File: src/rtl/fetch_pc_unit_if.sv
// Signal bundle between the fetch/PC stage, instruction memory and the decode-side core.
// master = fetch_pc_unit, slave = memory/core environment.
interface fetch_pc_unit_if;
  logic        imem_req;
  logic [31:0] imem_addr;
  logic        imem_ready;
  logic [31:0] imem_rdata;
  logic [31:0] instr;
  logic [31:0] pc;
  logic [31:0] pc_plus4;
  logic        instr_valid;
  logic        advance;
  logic        branch_taken;
  logic [31:0] ImmExt;
  logic        misalign_err;
  logic [31:0] instr_count;

  modport master (
    output imem_req, imem_addr, instr, pc, pc_plus4, instr_valid, misalign_err, instr_count,
    input  imem_ready, imem_rdata, advance, branch_taken, ImmExt
  );

  modport slave (
    input  imem_req, imem_addr, instr, pc, pc_plus4, instr_valid, misalign_err, instr_count,
    output imem_ready, imem_rdata, advance, branch_taken, ImmExt
  );
endinterface

File: src/rtl/fetch_pc_unit.sv
// PC register and instruction-fetch stage: fetches a word, holds it for decode until
// accepted, then steps to PC+4 or PC+ImmExt, halting on a misaligned target.
module fetch_pc_unit #(
  parameter logic [31:0] RESET_PC  = 32'h0000_0000,
  parameter logic [31:0] NOP_INSTR = 32'h0000_0013
) (
  input  logic                clk,
  input  logic                reset,
  fetch_pc_unit_if.master     bus
);

  typedef enum logic [1:0] {
    IDLE  = 2'd0,
    FETCH = 2'd1,
    ISSUE = 2'd2,
    HALT  = 2'd3
  } state_t;

  state_t      state_q, state_d;
  logic [31:0] pc_q, pc_d;
  logic [31:0] instr_q, instr_d;
  logic        instr_valid_q, instr_valid_d;
  logic        misalign_err_q, misalign_err_d;
  logic [31:0] instr_count_q, instr_count_d;
  logic [31:0] next_pc_s;

  // State and datapath registers
  always_ff @(posedge clk or posedge reset) begin
    if (reset) begin
      state_q        <= IDLE;
      pc_q           <= RESET_PC;
      instr_q        <= NOP_INSTR;
      instr_valid_q  <= 1'b0;
      misalign_err_q <= 1'b0;
      instr_count_q  <= 32'd0;
    end else begin
      state_q        <= state_d;
      pc_q           <= pc_d;
      instr_q        <= instr_d;
      instr_valid_q  <= instr_valid_d;
      misalign_err_q <= misalign_err_d;
      instr_count_q  <= instr_count_d;
    end
  end

  // Next-PC candidate; branch_taken only matters when the core advances
  always_comb begin
    if (bus.branch_taken) begin
      next_pc_s = pc_q + bus.ImmExt;
    end else begin
      next_pc_s = pc_q + 32'd4;
    end
  end

  // Next-state and register update logic
  always_comb begin
    state_d        = state_q;
    pc_d           = pc_q;
    instr_d        = instr_q;
    instr_valid_d  = instr_valid_q;
    misalign_err_d = misalign_err_q;
    instr_count_d  = instr_count_q;
    case (state_q)
      IDLE: begin
        state_d = FETCH;
      end
      FETCH: begin
        if (bus.imem_ready) begin
          instr_d       = bus.imem_rdata;
          instr_valid_d = 1'b1;
          state_d       = ISSUE;
        end else begin
          state_d = FETCH;
        end
      end
      ISSUE: begin
        if (bus.advance) begin
          instr_count_d = instr_count_q + 32'd1;
          instr_valid_d = 1'b0;
          instr_d       = NOP_INSTR;
          if (next_pc_s[1:0] == 2'b00) begin
            pc_d    = next_pc_s;
            state_d = FETCH;
          end else begin
            misalign_err_d = 1'b1;
            state_d        = HALT;
          end
        end else begin
          state_d = ISSUE;
        end
      end
      HALT: begin
        instr_valid_d = 1'b0;
        instr_d       = NOP_INSTR;
        state_d       = HALT;
      end
      default: begin
        state_d       = HALT;
        instr_valid_d = 1'b0;
        instr_d       = NOP_INSTR;
      end
    endcase
  end

  // Request and address are combinational so reset drops them immediately
  always_comb begin
    bus.imem_req     = (state_q == FETCH);
    bus.imem_addr    = pc_q;
    bus.pc_plus4     = pc_q + 32'd4;
    bus.instr        = instr_q;
    bus.pc           = pc_q;
    bus.instr_valid  = instr_valid_q;
    bus.misalign_err = misalign_err_q;
    bus.instr_count  = instr_count_q;
  end

endmodule

File: src/flat_wrapper.sv
// flat-port wrapper written by rule: the top's interface ports become plain ports
module fetch_pc_unit_flat 
#(
  parameter logic [31:0] RESET_PC  = 32'h0000_0000,
  parameter logic [31:0] NOP_INSTR = 32'h0000_0013
)
  (clk, reset, bus_imem_req, bus_imem_addr, bus_instr, bus_pc, bus_pc_plus4, bus_instr_valid, bus_misalign_err, bus_instr_count, bus_imem_ready, bus_imem_rdata, bus_advance, bus_branch_taken, bus_ImmExt);
  fetch_pc_unit_if bus_i ();
  input  logic clk;
  input  logic reset;
  output wire logic [$bits(bus_i.imem_req)-1:0] bus_imem_req;
  output wire logic [$bits(bus_i.imem_addr)-1:0] bus_imem_addr;
  output wire logic [$bits(bus_i.instr)-1:0] bus_instr;
  output wire logic [$bits(bus_i.pc)-1:0] bus_pc;
  output wire logic [$bits(bus_i.pc_plus4)-1:0] bus_pc_plus4;
  output wire logic [$bits(bus_i.instr_valid)-1:0] bus_instr_valid;
  output wire logic [$bits(bus_i.misalign_err)-1:0] bus_misalign_err;
  output wire logic [$bits(bus_i.instr_count)-1:0] bus_instr_count;
  input wire logic [$bits(bus_i.imem_ready)-1:0] bus_imem_ready;
  input wire logic [$bits(bus_i.imem_rdata)-1:0] bus_imem_rdata;
  input wire logic [$bits(bus_i.advance)-1:0] bus_advance;
  input wire logic [$bits(bus_i.branch_taken)-1:0] bus_branch_taken;
  input wire logic [$bits(bus_i.ImmExt)-1:0] bus_ImmExt;
  assign bus_imem_req = bus_i.imem_req;
  assign bus_imem_addr = bus_i.imem_addr;
  assign bus_instr = bus_i.instr;
  assign bus_pc = bus_i.pc;
  assign bus_pc_plus4 = bus_i.pc_plus4;
  assign bus_instr_valid = bus_i.instr_valid;
  assign bus_misalign_err = bus_i.misalign_err;
  assign bus_instr_count = bus_i.instr_count;
  assign bus_i.imem_ready = bus_imem_ready;
  assign bus_i.imem_rdata = bus_imem_rdata;
  assign bus_i.advance = bus_advance;
  assign bus_i.branch_taken = bus_branch_taken;
  assign bus_i.ImmExt = bus_ImmExt;
  fetch_pc_unit #(.RESET_PC(RESET_PC), .NOP_INSTR(NOP_INSTR)) u_core (.clk(clk), .reset(reset), .bus(bus_i));
endmodule
File: config.mk
export PLATFORM = sky130hd
export DESIGN_NAME = fetch_pc_unit_flat
export DESIGN_NICKNAME = d
export VERILOG_FILES = /design/src/rtl/fetch_pc_unit_if.sv /design/src/rtl/fetch_pc_unit.sv /design/src/flat_wrapper.sv
export SDC_FILE = /design/constraint.sdc
export NUM_CORES = 1
export LEC_CHECK = 0
export ABC_CLOCK_PERIOD_IN_PS = 9220
export CAP_MARGIN = 0
export CORE_MARGIN = 2
export CORE_UTILIZATION = 51
export CTS_BUF_LIST = sky130_fd_sc_hd__clkbuf_4 sky130_fd_sc_hd__clkbuf_8
export CTS_CLUSTER_DIAMETER = 50
export DETAILED_ROUTE_END_ITERATION = 8
export GPL_TIMING_DRIVEN = 0
export PLACE_DENSITY = 0.89
export SETUP_SLACK_MARGIN = 0.05
export SYNTH_ARGS = -nofsm -noshare
export SYNTH_HDL_FRONTEND = slang
export SYNTH_SLANG_ARGS = --single-unit
File: constraint.sdc
create_clock -name clk -period 9.22 [get_ports clk]
set_input_delay 2.766 -clock clk [delete_from_list [all_inputs] [get_ports clk]]
set_output_delay 2.766 -clock clk [all_outputs]
set_load 0.005 [all_outputs]
==> reports/qor.txt <==
Fin cells: 1146
CTS clock-pin slew for the worst setup and hold paths: 100 ps
DRT Pass-1 Iters: 5
Cells after Synth: 726
Die height: 119 um
GR Overflow Total: 0
Outcome: finished, final reports clean
Crit path buf inv count: 1
Time the worst path needs with I/O delays and setup: 6190 ps
H-Tree Depth: 3
Hold Path Class: reg -> reg
Clk buf depth: 2
CP delay by family, top: simple AND/OR/NAND/NOR gates
Power, Total: 1.67 mW
Period utilization: 0.672
N_diodes: 0
Slew @ Worst Pin: 739 ps
CTS Root Cell: clkbuf_8
Drt via density: 5.80
Post-synthesis sequential area ratio: 0.375
Layout cells sized above 1: 0.0842
Fmax: 162 MHz
Routed len/inst: 18.1 um
Ports: 232
Post-CTS setup buffers: 0
Tot GR Track Use: 0.286
CP peak stage delay: 560 ps
HPWL Detailed: 15700 um
Maximum vdd drop: 0.108 mV
Core ar.: 12700 um2
Crit path capture type: output pin
GPL Wtd Cong: 1.01
Worst path cell trace: ha_1 -> nand3_2 -> nor2_1 -> nand2_1 -> nor3_1 -> and3_1 -> xor2_1 -> clkdlybuf4s50_1
Post-synth cell types: 71
Met3 Usage GRT: 0.0415
Power Density: 177 nW/um2
Grt met2 use: 0.474
Synth Net Count: 829
Slowest CP cell: nor3_1
Unrepaired setup endpoints after global routing: false
Post-synth EDFFs: 0
Final setup TNS: 0 ps
Number of global-route vias before repair: 6211
Required time of the critical path: 6450 ps
GR Util met1: 0.374
CTS resizes: 0
Worst Path Arrival: 3430 ps
Crit-path max FO: 8
Routed Antenna Nets: 0
Initial core utilization: 0.526
1st-iter DRT viols: 476
Most common cell after layout, fill and taps aside: clkdlybuf4s50_1
Max Clock Skew: 13.7 ps
Synthesis-to-finish area growth: 41.1%
Asr flop ratio synth: 1.00
Chip width: 119 um
Vias: 6647
Setup CP Type: reg -> out
Residual DRC: 0
Global-route wire length before repair: 32300 um
Pin count of the biggest net entering global routing: 58
Final Max Tran Viols: 0
Slew headroom: 0.507
Num CTS Buffers: 9
Synth Flop Type: dfrtp_1
Yosys synthesis warning count: 0
PortBufs: 231
Routed WL: 20700 um
Global routing's busiest layer: met2
Mean post-synth cell area: 9.21 um2
Clock sinks: 100
Die area: 14000 um2
Most frequent cells in the layout: clkdlybuf4s50_1 (231), dfrtp_1 (97), nand2_1 (67)
Hold_buf cts: 0
Register bit count reported by yosys: 100
Mapped Area: 6690 um2
NumNets Final: 1072
CTS tree: built
Placed Instances: 1130
LEAKAGE: 4.09 nW
Initial antenna violation count: 0
Fin. Hold Viols: 0
Final setup vio count: 0
Placement Rows: 41
Insertion delay to the later sink of the worst-skew pair: 390 ps
CP startpoint kind: register
Max-Cap Viols: 0
==> per-layer routing <==
| layer | share of wire | vias to the layer above |
|---|---|---|
| met1 | 0.42 | 3179 |
| met5 | 0 | - |
| met4 | 0.028 | 0 |
| met3 | 0.070 | 48 |
| li1 | - | 3084 |
| met2 | 0.48 | 336 |
==> worst reg2reg max path, cell delays in order (launching register included) <==
cell and delay (ps):
dfrtp_1 470, ha_1 240, fa_1 490, nor2_1 50, a21oi_1 270, nand2b_1 310, clkbuf_1 530, clkbuf_1 580
o21ai_0 180
==> stage by stage <==
| stage | cell area (um2) | worst slack, ps | util | hold WS, ps |
|---|---|---|---|---|
| after floorplan | 6690 | 3840 | - | 451 |
| after global placement | 9220 | 2320 | 0.724 | 440 |
| after detailed placement | 9250 | 3240 | 0.727 | 457 |
| after CTS | 9440 | 3060 | 0.742 | 476 |
| after global routing | 9440 | 2890 | 0.742 | 491 |
| final | 9440 | 3030 | 0.742 | 473 |
==> power breakdown <==
part | switching (mW) | total [mW] | internal (mW)
Clock | 0.170 | 0.280 | 0.110
Sequential | 0.0932 | 0.572 | 0.479
Combinational | 0.357 | 0.819 | 0.462
Total | 0.620 | 1.67 | 1.05
==> registers in the layout (all words and copies together), names as in the netlist <==
name	flops
u_core.bus.instr_valid	1
u_core.bus.misalign_err	1
u_core.bus.instr	32
u_core.bus.imem_addr	32
u_core.state_q	2
u_core.bus.instr_count	32
==> path summary, 6_finish.rpt <==
path,from,end,slack [ps],cells past startpoint
setup / recovery,u_core.bus.imem_addr[2],bus_pc_plus4[30],3030,8
hold / removal,u_core.bus.instr_count[31],u_core.bus.instr_count[31],470,1
setup reg to reg,u_core.bus.imem_addr[0],u_core.bus.imem_addr[5],5960,8
hold reg to reg,u_core.bus.instr_count[31],u_core.bus.instr_count[31],470,1
max in group asynchronous,reset,u_core.bus.instr[1],5630,3
min in group asynchronous,reset,u_core.bus.instr_count[31],2870,2
==> cells in the mapped netlist (all sizes together) (3+ instances only) <==
cell type / n / area share
dfrtp: 97 / 0.36
nand2: 67 / 0.038
xnor2: 58 / 0.076
nor2: 49 / 0.028
o21ai: 44 / 0.033
a21oi: 41 / 0.031
buf: 38 / 0.043
ha: 33 / 0.062
a22o: 32 / 0.042
nand3: 29 / 0.024
clkbuf: 26 / 0.018
nand4: 26 / 0.025
xor2: 25 / 0.033
nor3: 18 / 0.015
inv: 15 / 0.0084
and3: 12 / 0.012
a21o: 11 / 0.012
a22oi: 11 / 0.012
and2: 8 / 0.0077
o21a: 8 / 0.0090
a31oi: 5 / 0.0047
nor4: 5 / 0.0069
o31ai: 5 / 0.0056
a211oi: 4 / 0.0052
nor2b: 4 / 0.0037
and4: 3 / 0.0039
dfstp: 3 / 0.012
mux2i: 3 / 0.0045
nand3b: 3 / 0.0034
o211ai: 3 / 0.0034
o22a: 3 / 0.0039
o22ai: 3 / 0.0028
o31a: 3 / 0.0039
or2: 3 / 0.0028
or3: 3 / 0.0037
==> area by class of cell <==
| type | count | area [um2] |
|---|---|---|
| Inverter | 15 | 58.8 |
| Sequential cell | 100 | 2510 |
| Clock inverter | 6 | 53.8 |
| Timing Repair Buffer | 232 | 2340 |
| Fill cell | 933 | 3290 |
| Clock buffer | 10 | 138 |
| Multi-Input combinational cell | 546 | 3710 |
| Tap cell | 172 | 215 |
| Buffer | 65 | 418 |
==> cells by family (layout without fill, tap and decap cells) <==
group                      count (synthesis)  count (layout)  synth area share
and+or+nand+nor                          235             235             0.179
AOI/OAI and AO/OA                        191             191             0.197
DFF                                      100             100             0.375
xor gates and xnor gates                  83              83             0.109
buffers and inverters                     80             328            0.0709
adders and majority gates                 34              34            0.0647
muxes                                      3               3           0.00449
Power figures use the tool's default switching activity.
